--- src/rtl/xif_copro_issue_predecoder.sv ---
// Multi-channel registered XIF offload predecoder with outstanding-credit gating.
// Optional statistics counters are enabled with `define XIF_COPRO_PRD_STATS_EN.

package xif_copro_predecoder_pkg;

  typedef struct packed {
    logic       accept;
    logic       writeback;
    logic       loadstore;
    logic [2:0] use_gprs;   // bit0 rs1, bit1 rs2, bit2 rs3
  } prd_rsp_t;

  typedef struct packed {
    logic [31:0] instr;
    logic [31:0] instr_mask;
    prd_rsp_t    prd_rsp;
  } offload_instr_t;

  localparam int NUM_OFFLOAD = 5;

  // custom-0 ALU ops, custom-1 stores, custom-3 R4 ops; entry 4 overlaps entry 0 to add rs3
  localparam offload_instr_t OFFLOAD_INSTR [NUM_OFFLOAD] = '{
    '{instr: 32'h0000_000B, instr_mask: 32'h0000_707F,
      prd_rsp: '{accept: 1'b1, writeback: 1'b1, loadstore: 1'b0, use_gprs: 3'b011}},
    '{instr: 32'h0000_100B, instr_mask: 32'h0000_707F,
      prd_rsp: '{accept: 1'b1, writeback: 1'b1, loadstore: 1'b0, use_gprs: 3'b001}},
    '{instr: 32'h0000_002B, instr_mask: 32'h0000_007F,
      prd_rsp: '{accept: 1'b1, writeback: 1'b0, loadstore: 1'b1, use_gprs: 3'b011}},
    '{instr: 32'h0000_007B, instr_mask: 32'h0000_007F,
      prd_rsp: '{accept: 1'b1, writeback: 1'b1, loadstore: 1'b0, use_gprs: 3'b111}},
    '{instr: 32'h0200_000B, instr_mask: 32'hFE00_707F,
      prd_rsp: '{accept: 1'b1, writeback: 1'b0, loadstore: 1'b0, use_gprs: 3'b100}}
  };

endpackage

module xif_copro_issue_predecoder_chk #(
  parameter int CNT_W           = 3,
  parameter int MAX_OUTSTANDING = 4
) (
  input logic             clk_i,
  input logic             rst_i,
  input logic [CNT_W-1:0] outstanding
);

  localparam logic [CNT_W-1:0] MAX_CNT = CNT_W'(MAX_OUTSTANDING);

  // The credit counter must never pass the in-flight limit
  a_cnt_bound: assert property (@(posedge clk_i) disable iff (rst_i) outstanding <= MAX_CNT);

endmodule

module xif_copro_issue_predecoder
  import xif_copro_predecoder_pkg::*;
#(
  parameter  int NUM_CH          = 2,
  parameter  int ID_W            = 4,
  parameter  int MAX_OUTSTANDING = 4,
  localparam int CNT_W           = $clog2(MAX_OUTSTANDING + 1)
) (
  input  logic                   clk_i,
  input  logic                   rst_i,
  input  logic [NUM_CH-1:0]      req_valid_i,
  output logic [NUM_CH-1:0]      req_ready_o,
  input  logic [NUM_CH*32-1:0]   req_instr_i,
  input  logic [NUM_CH*ID_W-1:0] req_id_i,
  output logic [NUM_CH-1:0]      rsp_valid_o,
  input  logic [NUM_CH-1:0]      rsp_ready_i,
  output logic [NUM_CH-1:0]      rsp_accept_o,
  output logic [NUM_CH-1:0]      rsp_writeback_o,
  output logic [NUM_CH-1:0]      rsp_loadstore_o,
  output logic [NUM_CH*3-1:0]    rsp_use_gprs_o,
  output logic [NUM_CH*ID_W-1:0] rsp_id_o,
  input  logic                   retire_i,
  output logic [CNT_W-1:0]       outstanding_o,
`ifdef XIF_COPRO_PRD_STATS_EN
  output logic [15:0]            stat_accept_o,
  output logic [15:0]            stat_reject_o,
`endif
  output logic                   underflow_o
);

  // Grants only happen while outstanding+granted < MAX, so CNT_W bits never overflow
  localparam logic [CNT_W-1:0] MAX_CNT = CNT_W'(MAX_OUTSTANDING);
  localparam logic [CNT_W-1:0] ONE     = CNT_W'(1);

  prd_rsp_t          dec [NUM_CH];
  logic [NUM_CH-1:0] hs;
  logic [NUM_CH-1:0] grant;
  logic [NUM_CH-1:0] reject;
  logic [CNT_W-1:0]  granted;
  logic [CNT_W-1:0]  cnt_sum;
  logic [CNT_W-1:0]  cnt_next;
  logic              uf_set;

  assign req_ready_o = ~rsp_valid_o | rsp_ready_i;
  assign hs          = req_valid_i & req_ready_o;

  // Table match per channel; fields of all hitting entries are ORed
  always_comb begin
    for (int c = 0; c < NUM_CH; c++) begin
      dec[c] = prd_rsp_t'('0);
      for (int i = 0; i < NUM_OFFLOAD; i++) begin
        dec[c] = dec[c] |
                 (((OFFLOAD_INSTR[i].instr_mask & req_instr_i[32*c +: 32]) == OFFLOAD_INSTR[i].instr)
                  ? OFFLOAD_INSTR[i].prd_rsp : prd_rsp_t'('0));
      end
    end
  end

  // Credit arbitration in channel order, then netting against retire
  always_comb begin
    granted = '0;
    grant   = '0;
    reject  = '0;
    for (int c = 0; c < NUM_CH; c++) begin
      if (hs[c] && dec[c].accept) begin
        if ((outstanding_o + granted) < MAX_CNT) begin
          grant[c] = 1'b1;
          granted  = granted + ONE;
        end else begin
          reject[c] = 1'b1;
        end
      end else begin
        grant[c] = 1'b0;
      end
    end
    cnt_sum = outstanding_o + granted;
    if (retire_i && (cnt_sum != '0)) begin
      cnt_next = cnt_sum - ONE;
    end else begin
      cnt_next = cnt_sum;
    end
    uf_set = retire_i && (cnt_sum == '0);
  end

  // Response registers, credit counter and sticky underflow
  always_ff @(posedge clk_i or posedge rst_i) begin
    if (rst_i) begin
      rsp_valid_o     <= '0;
      rsp_accept_o    <= '0;
      rsp_writeback_o <= '0;
      rsp_loadstore_o <= '0;
      rsp_use_gprs_o  <= '0;
      rsp_id_o        <= '0;
      outstanding_o   <= '0;
      underflow_o     <= 1'b0;
    end else begin
      outstanding_o <= cnt_next;
      underflow_o   <= underflow_o | uf_set;
      for (int c = 0; c < NUM_CH; c++) begin
        if (hs[c]) begin
          rsp_valid_o[c]            <= 1'b1;
          rsp_accept_o[c]           <= grant[c];
          rsp_writeback_o[c]        <= grant[c] & dec[c].writeback;
          rsp_loadstore_o[c]        <= grant[c] & dec[c].loadstore;
          rsp_use_gprs_o[3*c +: 3]  <= grant[c] ? dec[c].use_gprs : 3'b000;
          rsp_id_o[ID_W*c +: ID_W]  <= req_id_i[ID_W*c +: ID_W];
        end else if (rsp_ready_i[c]) begin
          rsp_valid_o[c] <= 1'b0;
        end else begin
          rsp_valid_o[c] <= rsp_valid_o[c];
        end
      end
    end
  end

`ifdef XIF_COPRO_PRD_STATS_EN
  function automatic logic [2:0] popcnt(input logic [NUM_CH-1:0] v);
    logic [2:0] p;
    p = 3'd0;
    for (int i = 0; i < NUM_CH; i++) begin
      p = p + 3'(v[i]);
    end
    return p;
  endfunction

  function automatic logic [15:0] sat_add(input logic [15:0] a, input logic [2:0] b);
    logic [16:0] s;
    s = {1'b0, a} + 17'(b);
    return s[16] ? 16'hFFFF : s[15:0];
  endfunction

  // Saturating grant/reject event counters
  always_ff @(posedge clk_i or posedge rst_i) begin
    if (rst_i) begin
      stat_accept_o <= 16'h0000;
      stat_reject_o <= 16'h0000;
    end else begin
      stat_accept_o <= sat_add(stat_accept_o, popcnt(grant));
      stat_reject_o <= sat_add(stat_reject_o, popcnt(reject));
    end
  end
`endif

  xif_copro_issue_predecoder_chk #(
    .CNT_W           (CNT_W),
    .MAX_OUTSTANDING (MAX_OUTSTANDING)
  ) u_chk (
    .clk_i       (clk_i),
    .rst_i       (rst_i),
    .outstanding (outstanding_o)
  );

endmodule

--- config.mk ---
export PLATFORM = sky130hd
export DESIGN_NAME = xif_copro_issue_predecoder
export DESIGN_NICKNAME = d
export VERILOG_FILES = /design/src/rtl/xif_copro_issue_predecoder.sv
export SDC_FILE = /design/constraint.sdc
export NUM_CORES = 1
export LEC_CHECK = 0
export BUFFER_PORTS_ARGS = -buffer_cell sky130_fd_sc_hd__buf_4
export CAP_MARGIN = 40
export CORE_ASPECT_RATIO = 0.9
export CORE_MARGIN = 2
export CORE_UTILIZATION = 41
export DETAILED_ROUTE_END_ITERATION = 10
export PLACE_DENSITY_LB_ADDON = 0.12
export SYNTH_ARGS = -nofsm -noshare
export SYNTH_HDL_FRONTEND = slang
export SYNTH_SLANG_ARGS = --single-unit
--- constraint.sdc ---
create_clock -name clk_i -period 9.9 [get_ports clk_i]
set_clock_uncertainty 0.05 [all_clocks]
set_input_delay 1.98 -clock clk_i [delete_from_list [all_inputs] [get_ports clk_i]]
set_output_delay 1.98 -clock clk_i [all_outputs]
set_load 0.02 [all_outputs]
==> metrics.md, run 1 <==
| Metric | Value |
|---|---|
| Outcome | `finished clean` |
| Final RePlAce weighted congestion | `0.848` |
| IR drop worst, VDD | `123 µV` |
| Synth top area share | `50.6%` |
| 1st-iter DRT viols | `46` |
| Reg2reg setup slack | `6.15 ns` |
| Core footprint | `3020 µm²` |
| Hold Buf Count CTS | `0` |
| Register Area | `651 µm²` |
| Ranking of synthesized cells by area | `dfrtp_1, mux2_2, nand2_1, ha_1, xnor2_1` |
| Most frequent cell after synthesis | `dfrtp_1` |
| Kind of start point of the critical path | `input pin` |
| Final hold vios | `0` |
| Largest net degree at the start of global routing | `16` |
| Post-CTS setup buffers | `0` |
| Flops & latches, synth | `26` |
| Hold Path Class | `reg2reg` |
| All-layer global routing usage | `17.1%` |
| Setup tns final | `0 ns` |
| Filler instances | `262` |
| Routed wire length | `3120 µm` |
| Clock buffer count from CTS | `3` |
| Average wire per cell in the routed design | `13.1 µm` |
| Port bufs | `76` |
| Area leader, netlist | `dfrtp_1` |
| CTS clk-pin slew, worst paths | `0.14 ns` |
| Drt first pass iters | `4` |
| Die area | `3600 µm²` |
| Syn nets | `201` |
| Hold_sp | `underflow_o` |
| Leakage | `1.00 nW` |
| Worst-Skew Late Latency | `0.32 ns` |
| PwrDens | `154 nW/µm²` |
| Global route overflow | `0` |
| Sequential fraction of the synthesis area | `50.6%` |
| Area of the multi-input gates | `613 µm²` |
| Final worst-path cycle share | `51.3%` |
| Final min period | `5.08 ns` |
| Max-slew violations | `0` |
| Initial Util | `42.6%` |
| Post-synth EDFFs | `0` |
| F_max | `0.197 GHz` |
| Root Driver | `clkbuf_4` |
| Yosys warning count | `0` |
| WP data required | `10.06 ns` |
| Syn avg cell area | `11.0 µm²` |
| R2r startpoint | `outstanding_o[2]` |
| Clock tree sinks | `26` |
| Async set-reset flop share out of synthesis | `100%` |
| Initial antenna violation count | `0` |
| Clock Path Buffers | `2` |
| DR DRC count | `0` |
| Relative slew margins | `66.8%` |
| First-pass GRT wire length | `4910 µm` |
| RSZ-0062 raised after global routing | `no` |
| Row count | `19` |
| DP Wirelength | `2630 µm` |
| Crit path kind | `in2reg` |
| Worst setup path start | `rsp_ready_i[0]` |
| Netlist cell types | `37` |
| Die W | `63.0 µm` |
| Mapped Cells | `117` |
| Crit Path Max Fanout | `13` |
| Mapped Area | `1290 µm²` |
| Fin nets | `281` |
| Layout cell share with drive strength beyond 1 | `46.9%` |
| Area growth, synth to finish | `53.1%` |
| Worst Setup End Kind | `flip-flop` |
| Number of global-route vias before repair | `1157` |
| Post-DR vias/cell | `5.03` |
| CP arrival | `5.24 ns` |
| Setup-failing EPs final | `0` |
| Hold Slack | `0.437 ns` |
| # diodes | `0` |
| Die height | `57.1 µm` |
| Io pins | `107` |
| Post-route ant nets | `0` |
| Post-synth top cells | `dfrtp_1, nand2_1, nor2_1` |
| Max-Cap Viols | `0` |
| Cts repair resizes | `0` |
| Vias | `1196` |
| H-Tree Depth | `1` |
| Synth Flop Type | `dfrtp_1` |
| Worst Tran Pin Value | `0.497 ns` |
| CTS tree | `built` |
==> layout by cell type (no fill, tap or decap), drive strengths merged, types with 2 or more instances in the layout <==
master,synthesis,final
and3,2,2
ha,4,4
buf,0,77
o21ai,6,6
nor2,8,8
nor4,2,2
xnor2,4,4
clkbuf,2,3
nor3b,2,2
a21o,3,3
a21oi,3,3
nand2b,4,4
dfrtp,26,26
mux2,9,9
nand2,16,16
o31ai,2,2
nor3,3,3
nand4,2,2
inv,4,4
or4,2,2
==> metal layers <==
metal,part of all wire (%),up-vias,GRT usage [%]
met5,0,-,0
met4,2.1,0,5.08
met3,5.5,7,3.16
met2,53,46,31.8
met1,39,561,20.2
li1,-,582,-
==> critical path: stages <==
cell      delay [ns]
buf_4           0.07
nand2b_1        0.18
nand2_1         0.33
nor3_2          0.42
a31oi_1         0.14
ha_1            0.28
mux2_1          0.30
ha_1            0.20
fa_1            0.50
inv_1           0.05
ha_1            0.19
ha_1            0.21
nand2b_1        0.21
nand2_1         0.09
o21ai_0         0.08
==> path summary, 6_finish.rpt <==
check	endpoint	cells after the start
max	outstanding_o[1]	15
min	underflow_o	1
max reg2reg	outstanding_o[1]	14
min reg2reg	underflow_o	1
max in group asynchronous	outstanding_o[1]	3
min in group asynchronous	rsp_accept_o[0]	2
==> per-stage QoR <==
| step | cells | power [mW] | util, % | instance area, µm² | setup WS (ns) |
|---|---|---|---|---|---|
| 2_1_floorplan | 117 | 0.187 | - | 1290 | 4.94 |
| 3_3_place_gp | 233 | 0.230 | 63.0 | 1900 | 4.53 |
| 3_5_place_dp | 234 | 0.235 | 63.5 | 1920 | 4.44 |
| 4_1_cts | 238 | 0.309 | 65.2 | 1970 | 4.78 |
| 5_1_grt | 238 | 0.322 | 65.2 | 1970 | 4.58 |
| 6_report | 238 | 0.304 | 65.2 | 1970 | 4.82 |
==> where the power goes <==
group	switching (mW)	internal, mW
Sequential	0.0125	0.119
Combinational	0.0491	0.0509
Clock	0.0314	0.0410
Total	0.0929	0.211
==> final cells by class <==
cell class / count / share of cell area (%)
sequential: 26 / 33.0
multi-input combinational: 85 / 31.1
timing repair buffer: 77 / 29.7
tap: 42 / 2.67
clock inverter: 1 / 1.52
clock buffer: 3 / 1.14
inverter: 4 / 0.762
==> flip-flops by register name, summed over array words and instances, names as in the netlist <==
name and flops:
rsp_writeback_o 2, rsp_use_gprs_o 6, rsp_id_o 8, outstanding_o 3, rsp_valid_o 2, underflow_o 1
rsp_loadstore_o 2, rsp_accept_o 2
==> cell families after synthesis <==
group                      Yosys count  share of synthesized area [%]
xor gates and xnor gates             4                           2.72
AOI/OAI and AO/OA                   21                           12.2
muxes                               10                           8.66
DFF                                 26                           50.6
and+or+nand+nor                     45                           18.7
buffers and inverters                6                           1.75
adders and majority gates            5                           5.45
(Power assumes the default switching activity.)
==> run 2: changes to the inputs <==
Settings changed: ABC_AREA from default to 1, CORE_UTILIZATION 41 to 40.
Clock period 9.9 ns to 5 ns, I/O delays scaled along.
==> metrics.md, run 2 <==
| Metric | Value |
|---|---|
| Crit path kind | `in2reg` |
| # diodes | `0 (unchanged)` |
| Final RePlAce weighted congestion | `0.755 (-11%)` |
| Leakage | `1.30 nW (+30%)` |
| All-layer global routing usage | `16.2% (-0.91 points)` |
| Sequential fraction of the synthesis area | `45.1% (-5.5 points)` |
| Hold Buf Count CTS | `0 (unchanged)` |
| Synth Flop Type | `dfrtp_1` |
| Post-synth top cells | `nand2_1, dfrtp_1, inv_1` |
| Final hold vios | `0 (unchanged)` |
| Kind of start point of the critical path | `input pin` |
| Crit Path Max Fanout | `13 (unchanged)` |
| Core footprint | `3430 µm² (+14%)` |
| H-Tree Depth | `1 (unchanged)` |
| Die area | `4110 µm² (+14%)` |
| Mapped Area | `1440 µm² (+12%)` |
| Yosys warning count | `0 (unchanged)` |
| Post-layout util | `63.0% (-2.3 points)` |
| Setup tns final | `0 ns (unchanged)` |
| Area leader, netlist | `dfrtp_1` |
| Setup-failing EPs final | `0 (unchanged)` |
| Layout cell share with drive strength beyond 1 | `39.1% (-7.8 points)` |
| First-pass GRT wire length | `5110 µm (+3.9%)` |
| Met1 Usage GRT | `23.3% (+3.1 points)` |
| Largest net degree at the start of global routing | `18 (+2)` |
| Clock Path Buffers | `2 (unchanged)` |
| Cts repair resizes | `0 (unchanged)` |
| Max-Cap Viols | `0 (unchanged)` |
| Row count | `20 (+1)` |
| Io pins | `107 (unchanged)` |
| Number of global-route vias before repair | `1206 (+4.2%)` |
| Hold Path Class | `reg2reg` |
| Hold Slack | `0.427 ns (-0.0105 ns)` |
| Most flops, register | `rsp_id_o` |
| Highest-count cells in the layout ignoring fill and taps | `buf_4, nand2_1, dfrtp_1` |
| Clock tree sinks | `26 (unchanged)` |
| Worst Setup End Kind | `flip-flop` |
| Area growth, synth to finish | `49.5%` |
| Most frequent cell after synthesis | `nand2_1` |
| Final min period | `3.90 ns` |
| Ranking of synthesized cells by area | `dfrtp_1, nand2_1, inv_1, ha_1, nor2_1` |
| Global route overflow | `0 (unchanged)` |
| Fin nets | `343 (+22%)` |
| GR Util met2 | `25.0% (-6.7 points)` |
| Final worst-path cycle share | `77.9%` |
| RSZ-0062 raised after global routing | `no` |
| Syn nets | `263 (+31%)` |
| Synth top area share | `45.1% (-5.5 points)` |
| Root Driver | `clkbuf_8` |
| Relative slew margins | `68.7% (+1.9 points)` |
| Post-synth EDFFs | `0 (unchanged)` |
| Vias | `1348 (+13%)` |
| Post-DR vias/cell | `4.46 (-11%)` |
| Port bufs | `76 (unchanged)` |
| Clock buffer count from CTS | `3 (unchanged)` |
| DR DRC count | `0 (unchanged)` |
| Netlist cell types | `30 (-19%)` |
| F_max | `0.257 GHz` |
| Commonest non-fill, non-tap cell in the layout | `buf_4` |
| PwrDens | `297 nW/µm² (+93%)` |
| Most used routing layer | `met2` |
| Die W | `67.3 µm (+6.8%)` |
| Drt first pass iters | `4 (unchanged)` |
| Syn avg cell area | `8.07 µm² (-27%)` |
| Outcome | `finished clean` |
| DP Wirelength | `2490 µm (-5.5%)` |
| IR drop worst, VDD | `241 µV (+96%)` |
| Initial antenna violation count | `0 (unchanged)` |
| CTS tree | `built` |
| Post-CTS setup buffers | `0 (unchanged)` |
| Post-route ant nets | `0 (unchanged)` |
| Worst-Skew Late Latency | `0.27 ns (-0.05 ns)` |
| Worst Tran Pin Value | `0.469 ns (-0.0281 ns)` |
| CTS clk-pin slew, worst paths | `0.09 ns (-0.05 ns)` |
| Flops & latches, synth | `26 (unchanged)` |
| Average wire per cell in the routed design | `9.99 µm (-24%)` |
| Mapped Cells | `179 (+53%)` |
| M3 GR Usage | `3.71% (+0.55 points)` |
| Die height | `61.0 µm (+6.8%)` |
| Regs by FF count | `rsp_id_o: 8 flops, rsp_use_gprs_o: 6 flops, outstanding_o: 3 flops` |
| Initial Util | `42.1% (-0.49 points)` |
| CP arrival | `4.04 ns (-1.20 ns)` |
| Async set-reset flop share out of synthesis | `100% (unchanged)` |
| Largest register FFs | `8 (unchanged)` |
| WP data required | `5.14 ns (-4.92 ns)` |
| 1st-iter DRT viols | `65 (+41%)` |
| Max-slew violations | `0 (unchanged)` |
| Routed wire length | `3020 µm (-3.3%)` |
[run 2: per-layer routing]
| layer | up-vias | wire (µm) |
|---|---|---|
| met4 | 0 | 20 |
| li1 | 720 | - |
| met5 | - | 0 |
| met2 | 45 | 1300 |
| met3 | 2 | 257 |
| met1 | 581 | 1440 |
[run 2: report_power, final]
group	total [mW]	internal, mW	switching (mW)
registers	0.257	0.235	0.0218
logic	0.213	0.0996	0.113
clock network	0.172	0.107	0.0648
total	0.641	0.442	0.200
[run 2: worst paths after layout]
kind,endpoint,cells after the start,slack [ns],from
worst max register to register,outstanding_o[2],16,1.53,rsp_valid_o[0]
worst min register to register,underflow_o,1,0.43,underflow_o
max in group asynchronous,outstanding_o[0],3,3.78,rst_i
min in group asynchronous,rsp_id_o[4],2,0.68,rst_i
worst max-delay path,outstanding_o[2],18,1.10,rsp_ready_i[0]
worst min-delay path,underflow_o,1,0.43,underflow_o
[run 2: metrics by stage]
step                setup WS (ns)  instances  cell area, µm²  power, mW
floorplan                    1.22        179            1440      0.381
global placement            0.848        297            2060      0.468
detailed placement          0.830        298            2090      0.477
CTS                          1.09        302            2160      0.652
global route                0.839        302            2160      0.685
finish                       1.10        302            2160      0.641
[run 2: critical path, cell delays in order]
cell      delay (ns)
buf_4           0.07
inv_1           0.03
nand2_1         0.08
nand2_1         0.30
nor2_4          0.27
nand3b_4        0.13
nand2_1         0.07
inv_1           0.04
ha_1            0.26
nand2_1         0.06
o21ai_1         0.06
ha_1            0.19
fa_1            0.51
inv_1           0.05
ha_1            0.19
ha_1            0.21
nor2_1          0.28
mux2i_1         0.22
[run 2: layout make-up]
cell class	count	area, µm²
fillers	315	1270
multi-input cells	130	701
flip-flops and latches	26	651
repair buffers	77	598
inverters	21	82.6
well taps	44	55.1
clock buffers	3	41.3
clock inverters	1	30.0
[run 2: cells by family (layout without fill, tap and decap cells)]
logic type	after synthesis	count (layout)	synth area share [%]
AOI/OAI and AO/OA	5	5	1.91
xor gates and xnor gates	2	2	1.21
adders and majority gates	5	5	4.85
buffers and inverters	23	102	6.41
DFF	26	26	45.1
muxes	1	1	0.693
and+or+nand+nor	117	117	39.9
